===== config.mk =====
export PLATFORM = sky130hd
export DESIGN_NAME = csat_sweep_controller
export DESIGN_NICKNAME = d
export VERILOG_FILES = /design/src/rtl/csat_sweep_controller.sv
export SDC_FILE = /design/constraint.sdc
export NUM_CORES = 1
export LEC_CHECK = 0
export CORE_ASPECT_RATIO = 0.7
export CORE_UTILIZATION = 49
export CTS_CLUSTER_SIZE = 40
export DETAILED_ROUTE_END_ITERATION = 12
export GPL_TIMING_DRIVEN = 0
export HOLD_SLACK_MARGIN = 0.15
export PLACE_DENSITY = 0.77
export SETUP_SLACK_MARGIN = 0.4
export SLEW_MARGIN = 10
export SYNTH_ARGS = -nofsm -noshare
export SYNTH_HDL_FRONTEND = slang
export SYNTH_SLANG_ARGS = --single-unit

===== constraint.sdc =====
create_clock -name clk -period 2.3 [get_ports clk]
set_input_delay 0.345 -clock clk [delete_from_list [all_inputs] [get_ports clk]]
set_output_delay 0.345 -clock clk [all_outputs]
set_load 0.03 [all_outputs]

===== src/rtl/csat_sweep_controller.sv =====
// csat_sweep_controller
// Exhaustive-search sequencer for a flattened combinational CSAT benchmark.
// Walks candidate assignments in ascending binary order, holds each one for
// SETTLE_CYCLES before sampling sat_i, stops on the first satisfying model and
// can resume from the next candidate to enumerate further models.

module csat_sweep_controller #(
  parameter int N_VARS        = 5,
  parameter int SETTLE_CYCLES = 1
) (
  input  logic              clk,
  input  logic              rst_n,
  input  logic              start_i,
  input  logic              resume_i,
  input  logic              abort_i,
  output logic [N_VARS-1:0] assign_o,
  input  logic              sat_i,
  output logic              busy_o,
  output logic              done_o,
  output logic              found_o,
  output logic [N_VARS-1:0] model_o,
  output logic [N_VARS:0]   tried_o
);

  localparam int CW = $clog2(SETTLE_CYCLES + 1);
  localparam logic [CW-1:0]     CNT_LOAD   = CW'(SETTLE_CYCLES - 1);
  localparam logic [CW-1:0]     CNT_ONE    = CW'(1);
  localparam logic [N_VARS-1:0] ASSIGN_ONE = N_VARS'(1);
  localparam logic [N_VARS:0]   TRIED_ONE  = (N_VARS + 1)'(1);

  typedef enum logic [2:0] {
    IDLE,
    SETTLE,
    CHECK,
    FOUND,
    EXHAUSTED
  } state_t;

  state_t              r_state;
  state_t              w_nextState;
  logic [N_VARS-1:0]   r_assign;
  logic [N_VARS-1:0]   w_nextAssign;
  logic [N_VARS-1:0]   r_model;
  logic [N_VARS-1:0]   w_nextModel;
  logic [N_VARS:0]     r_tried;
  logic [N_VARS:0]     w_nextTried;
  logic [CW-1:0]       r_cnt;
  logic [CW-1:0]       w_nextCnt;
  logic                r_done;
  logic                w_nextDone;
  logic                w_allOnes;
  logic                w_doStart;

  // The all-ones test guards every increment so the assignment never wraps.
  assign w_allOnes = (r_assign == '1);

  // start_i is honoured only when no sweep is running and abort_i is not present.
  assign w_doStart = start_i && !abort_i &&
                     ((r_state == IDLE) || (r_state == FOUND) || (r_state == EXHAUSTED));

  // State and datapath registers; reset clears every visible output.
  always_ff @(posedge clk or negedge rst_n) begin
    if (!rst_n) begin
      r_state  <= IDLE;
      r_assign <= '0;
      r_model  <= '0;
      r_tried  <= '0;
      r_cnt    <= '0;
      r_done   <= 1'b0;
    end else begin
      r_state  <= w_nextState;
      r_assign <= w_nextAssign;
      r_model  <= w_nextModel;
      r_tried  <= w_nextTried;
      r_cnt    <= w_nextCnt;
      r_done   <= w_nextDone;
    end
  end

  // Next-state and datapath updates; abort wins, then start, then resume.
  always_comb begin
    w_nextState  = r_state;
    w_nextAssign = r_assign;
    w_nextModel  = r_model;
    w_nextTried  = r_tried;
    w_nextCnt    = r_cnt;
    w_nextDone   = 1'b0;

    if (abort_i) begin
      w_nextState = IDLE;
    end else if (w_doStart) begin
      w_nextState  = SETTLE;
      w_nextAssign = '0;
      w_nextModel  = '0;
      w_nextTried  = '0;
      w_nextCnt    = CNT_LOAD;
    end else begin
      case (r_state)
        IDLE: begin
          w_nextState = IDLE;
        end
        SETTLE: begin
          if (r_cnt == '0) begin
            w_nextState = CHECK;
          end else begin
            w_nextCnt = r_cnt - CNT_ONE;
          end
        end
        CHECK: begin
          w_nextTried = r_tried + TRIED_ONE;
          if (sat_i) begin
            w_nextState = FOUND;
            w_nextModel = r_assign;
            w_nextDone  = 1'b1;
          end else if (w_allOnes) begin
            w_nextState = EXHAUSTED;
            w_nextDone  = 1'b1;
          end else begin
            w_nextState  = SETTLE;
            w_nextAssign = r_assign + ASSIGN_ONE;
            w_nextCnt    = CNT_LOAD;
          end
        end
        FOUND: begin
          if (resume_i) begin
            if (w_allOnes) begin
              w_nextState = EXHAUSTED;
              w_nextDone  = 1'b1;
            end else begin
              w_nextState  = SETTLE;
              w_nextAssign = r_assign + ASSIGN_ONE;
              w_nextCnt    = CNT_LOAD;
            end
          end
        end
        EXHAUSTED: begin
          w_nextState = EXHAUSTED;
        end
        default: begin
          w_nextState = IDLE;
        end
      endcase
    end
  end

  assign assign_o = r_assign;
  assign model_o  = r_model;
  assign tried_o  = r_tried;
  assign done_o   = r_done;
  assign busy_o   = (r_state == SETTLE) || (r_state == CHECK);
  assign found_o  = (r_state == FOUND);

endmodule


Word level (Yosys, flattened, before mapping)

Index checks and enable logic that the tools add are counted.

Logic and storage cells: 64
Memories: 0
Bits in writable memories: 0
Register bits after elaboration: 21
ROM bits: 0
Latch bits: 0

Divide/modulo/power cells: 0
Shifts and indexed selects: 0
Mux-type cells: 29
Reduce and logical (&&, ||, !) cells: 16
$lt $le $gt $ge: 0
Add/sub/neg operators: 3
Equal/unequal tests: 9
Bitwise gates (word level): 1
Multiply operators: 0

Operators with widths:

| operator            | number |
|---|---|
| $mux 5              | 7 |
| $mux 3              | 6 |
| $mux 6              | 2 |
| $pmux 3 s4          | 1 |
| $mux 1              | 10 |
| $pmux 5 s2          | 1 |
| $reduce_and 4->1    | 2 |
| $add 6x1->6 const B | 1 |
| $eq 3x2->1 const B  | 2 |
| $add 5x1->5 const B | 1 |
| $eq 5x5->1 const B  | 1 |
| $ne 4x3->1 const B  | 1 |
| $ne 4x4->1 const B  | 1 |
| $reduce_and 2->1    | 2 |
| $reduce_bool 2->1   | 2 |
| $reduce_bool 4->1   | 1 |
| $eq 3x1->1 const B  | 1 |
| $eq 3x3->1 const B  | 1 |
| $logic_not 3->1     | 1 |
| $logic_or 1x1->1    | 3 |
| $ne 3x2->1 const B  | 1 |
| $ne 3x3->1 const B  | 1 |
| $pmux 1 s3          | 1 |
| $reduce_and 3->1    | 1 |
| other kinds (6)     | 7 |

Longest topological paths before layout

Depth in word-level cells: 6
Depth in mapped cells: 7
Gate-level depth less buffers: 7

Least setup slack after synthesis

No wires, ideal clock.

Path type: flip-flop to flip-flop
From: register r_assign[0], in the netlist assign_o[0]
To: register r_assign[3], in the netlist assign_o[3]
Required time: 2.223 ns
Library setup time: 0.077 ns
Arrival: 2.023 ns
Clock period less this slack: 2.100 ns
Buffers on the path: 0
Cell stages (with the launch flop): 8
Setup slack: 0.200 ns
Cells stage by stage: dfrtp_1 > ha_1 > and3_1 > ha_1 > nor4b_4 > nand2_1 > or3_1 > a21oi_1

Longest elaborated chain between the ends: 5
Elaborated cells between the ends (all ways): 7
Classes of those cells: 1 x add/sub; 1 x eq/ne; 5 x mux

Ends and longest elaborated chain:

| what                                      | line         | RTL |
|---|---|---|
| start, declared                           | 41           | `logic [N_VARS-1:0] r_assign;` |
| start signal, assigned                    | 72           | `r_assign <= w_nextAssign;` |
| $add 5x1->5 or $eq 5x5->1 (tied branches) | 120, 131, 55 |  |
| $mux 5 *                                  | 115, 126     |  |
| $mux 5 (on tied branches)                 | 125, 111     |  |
| $pmux 5 s2 *                              | 98           | `case (r_state)` |
| $mux 5 *                                  | 91           | `end else if (w_doStart) begin` |

Mark *: on every way between the ends. The rest lies on a longest branch, timed or not. The select of a mux whose other input is x is not followed.
A chain may end at the register's enable or synchronous reset.

Final worst setup path

From: register r_assign[0], in the netlist assign_o[0]
To: output assign_o[0]

RTL lines:

| what          | line | RTL |
|---|---|---|
| end, declared | 16   | `output logic [N_VARS-1:0] assign_o,` |

No word-level cell between the ends.

==> flow_summary.yaml <==
outcome:
  outcome: "completed"
worst_setup_path:
  cp.arrival_ns: 1.52
  cpPeakStageDelay_ns: 0.68
  reg2reg_to: "assign_o[3]$_DFFE_PN0P_"
  cp_slowest_cell: "clkdlybuf4s50_1"
  cp-start-kind: "flip-flop"
  worstRegToRegCells: 7
  end_kind: "output port"
  r2r_slack_ns: 0.45
  crit_fanout: 4
  critPathTopFamily: "buffers and inverters"
  worstReg2RegStart: "assign_o[0]$_DFFE_PN0P_"
  worstPathCellList: "buf_4 > clkdlybuf4s50_1"
  cp_num_buf_inv: 2
  cp.required_ns: 1.96
  critPathKind: "reg -> out"
global_route:
  grtUsageTotal_pct: 27.2
  grt_pass1_vias: 1111
  antenna_found_initial: 0
  grt_max_degree: 22
  overflow: 0
  grt_pass1_wl_mm: 5.24
sta:
  setup_tns_ns: 0
  hold_viol: 0
  worst_pin_slew_ns: 0.964
  final_max_slew_viol_count: 0
  finalCriticalPeriod_ns: 1.87
  whs_ns: 0.517
  period_share_pct: 81.3
  slew_headroom_pct: 35.5
  clock_skew_ns: 0.00392
  max_freq_mhz: 535
  rsz0062_at_grt: "true"
  final-setup-viol-count: 0
final_layout:
  fill_cells: 187
  final_common_cell: "clkdlybuf4s50_1"
  drive_gt1_share_pct: 18.8
  nets: 165
  diodes: 0
  areaGrowthSynthToFinish_pct: 33.6
  final_cell_mix: "20 x clkdlybuf4s50_1, 19 x dfrtp_1, 11 x a21oi_1, 7 x nor2_1, 7 x a22o_1"
yosys:
  synth_edf_count: 0
  synthCells: 120
  ys_async_sr_fraction_pct: 100
  ys_seq_area_share_pct: 43.6
  syn-num-nets: 130
  synth_flop_cell: "dfrtp_1"
  syn_area_per_cell_um2: 10.1
  synth_warnings: 0
  synth-seq-cells: 21
  synth_cell_types: 44
  syn-cell-area_um2: 1210
floorplanning:
  core_um2: 2240
  io_pins: 25
  die_area_um2: 2670
  initial_utilization_pct: 53.8
  dieWidth_um: 61.3
  die_h_um: 43.5
  num_rows: 14
min_path:
  holdCritPathClass: "reg -> reg"
  min_to: "model_o[2]$_DFFE_PN0P_"
  hold_depth: 1
  hold_path.startpoint: "model_o[2]$_DFFE_PN0P_"
clocking:
  cts.sinks: 21
  h-tree-depth: 1
  cts_buffers: 3
  clk_pin_slew_ns: 0.12
  clk_latency_ns: 0.31
  root_buffer: "clkbuf_4"
  cts.path.max_buffers: 2
  cts_tree: "done"
  cts_hold_buf: 0
drt:
  viasPerCell: 6.20
  drcViolationCount: 0
  wire_per_inst_um: 17.3
  via_count: 1153
  ant_nets: 0
  wl_mm: 3.22
  drt_iter0_markers: 50
  dr.pass1.iters: 4
placement:
  port_buffers: 24
  hpwl_mm: 2.17
  gp_congestion: 0.876
job:
  drv_cap: 0
power_and_ir_drop:
  ir_drop_uv: 386
  leakage_uw: 0.000689
  powerDensity_nw_per_um2: 600
-- metal layers --
metal / routed length [µm] / share of wire [%] / global-route usage (%) / vias up
li1: - / - / - / 531
met1: 1510 / 47 / 39.1 / 557
met2: 1470 / 46 / 41.7 / 57
met3: 181 / 5.6 / 5.67 / 8
met4: 55 / 1.7 / 6.82 / 0
met5: 0 / 0 / 0 / -
-- through the flow --
step                worst slack, ns  power, µW  std cells  instance area [µm²]  utilization, %
global placement              0.284        738        176                 1510            67.3
global route                  0.341       1020        186                 1610            71.9
floorplan                     0.387        630        120                 1230               -
finish                        0.430        967        186                 1610            71.9
CTS                           0.373        957        184                 1580            70.5
detailed placement            0.227        749        176                 1510            67.3
-- area by class of cell --
| cell class | instances | area (µm²) | area share [%] |
|---|---|---|---|
| buffer | 4 | 21.3 | 1.32 |
| clock buffer | 4 | 26.3 | 1.63 |
| inverter | 5 | 18.8 | 1.16 |
| multi-input combinational | 90 | 693 | 43.0 |
| sequential | 21 | 528 | 32.8 |
| tap | 32 | 40.0 | 2.48 |
| timing repair buffer | 30 | 284 | 17.6 |
-- Yosys cell counts (2+ instances only) --
cell type  instances  area [µm²]
nor3_1             2        10.0
buf_2              2        10.0
nand2b_1           2        12.5
a22o_1             7        61.3
o31ai_1            6        45.0
nor4_1             2        12.5
o21ai_0            4        20.0
nor2b_1            3        18.8
a21oi_1           12        60.1
and3_1             2        12.5
nand4_1            3        18.8
o21ai_1            2        10.0
nor2_1             7        26.3
nand2_1            5        18.8
ha_1               4        50.1
nor3b_1            2        15.0
inv_1              5        18.8
or4_1              4        30.0
dfrtp_1           21         526
-- repair_timing --
item | CTS | global route
gates cloned | 0 | 0
pin swaps | 4 | 6
gates resized for setup | 6 | 9
setup buffers | 4 | 2
endpoints found under the setup margin | 6 | 8
-- worst max-delay path by stage --
stage	cells past startpoint	slack [ns]	end	from
after detailed placement	5	0.23	tried_o[3]$_DFFE_PN0P_	start_i
after floorplan	7	0.39	assign_o[0]$_DFFE_PN0P_	assign_o[1]$_DFFE_PN0P_
after CTS	7	0.37	assign_o[3]$_DFFE_PN0P_	assign_o[0]$_DFFE_PN0P_
after global routing	8	0.34	assign_o[0]$_DFFE_PN0P_	assign_o[0]$_DFFE_PN0P_
final	2	0.43	assign_o[0]	assign_o[0]$_DFFE_PN0P_
after global placement	5	0.28	tried_o[5]$_DFFE_PN0P_	start_i
-- power breakdown --
part | internal, µW | total (µW) | switching, µW
registers | 400 | 435 | 34.5
logic | 147 | 348 | 201
clock network | 67.8 | 184 | 116
-- flip-flops by register name (all words and copies together) (netlist names) --
name      flops
model_o       5
assign_o      5
r_cnt         1
done_o        1
r_state       3
tried_o       6
-- cell families after synthesis --
kind of cell	synth area share, %
and+or+nand+nor	21.9
DFF	43.6
buffers and inverters	3.32
muxes	0.934
AOI/OAI and AO/OA	24.7
adders and majority gates	4.15
xor gates and xnor gates	1.45
-- worst reg2reg max path: cells and delay by family, from the launching register on --
| kind | cells | cell delay, ns |
|---|---|---|
| flip-flops | 1 | 0.45 |
| AND/OR/NAND/NOR | 4 | 0.89 |
| adder cells (fa/ha/maj) | 2 | 0.34 |
| AO/OA/AOI/OAI | 1 | 0.12 |
No activity file was read; power rests on OpenSTA's default activity.
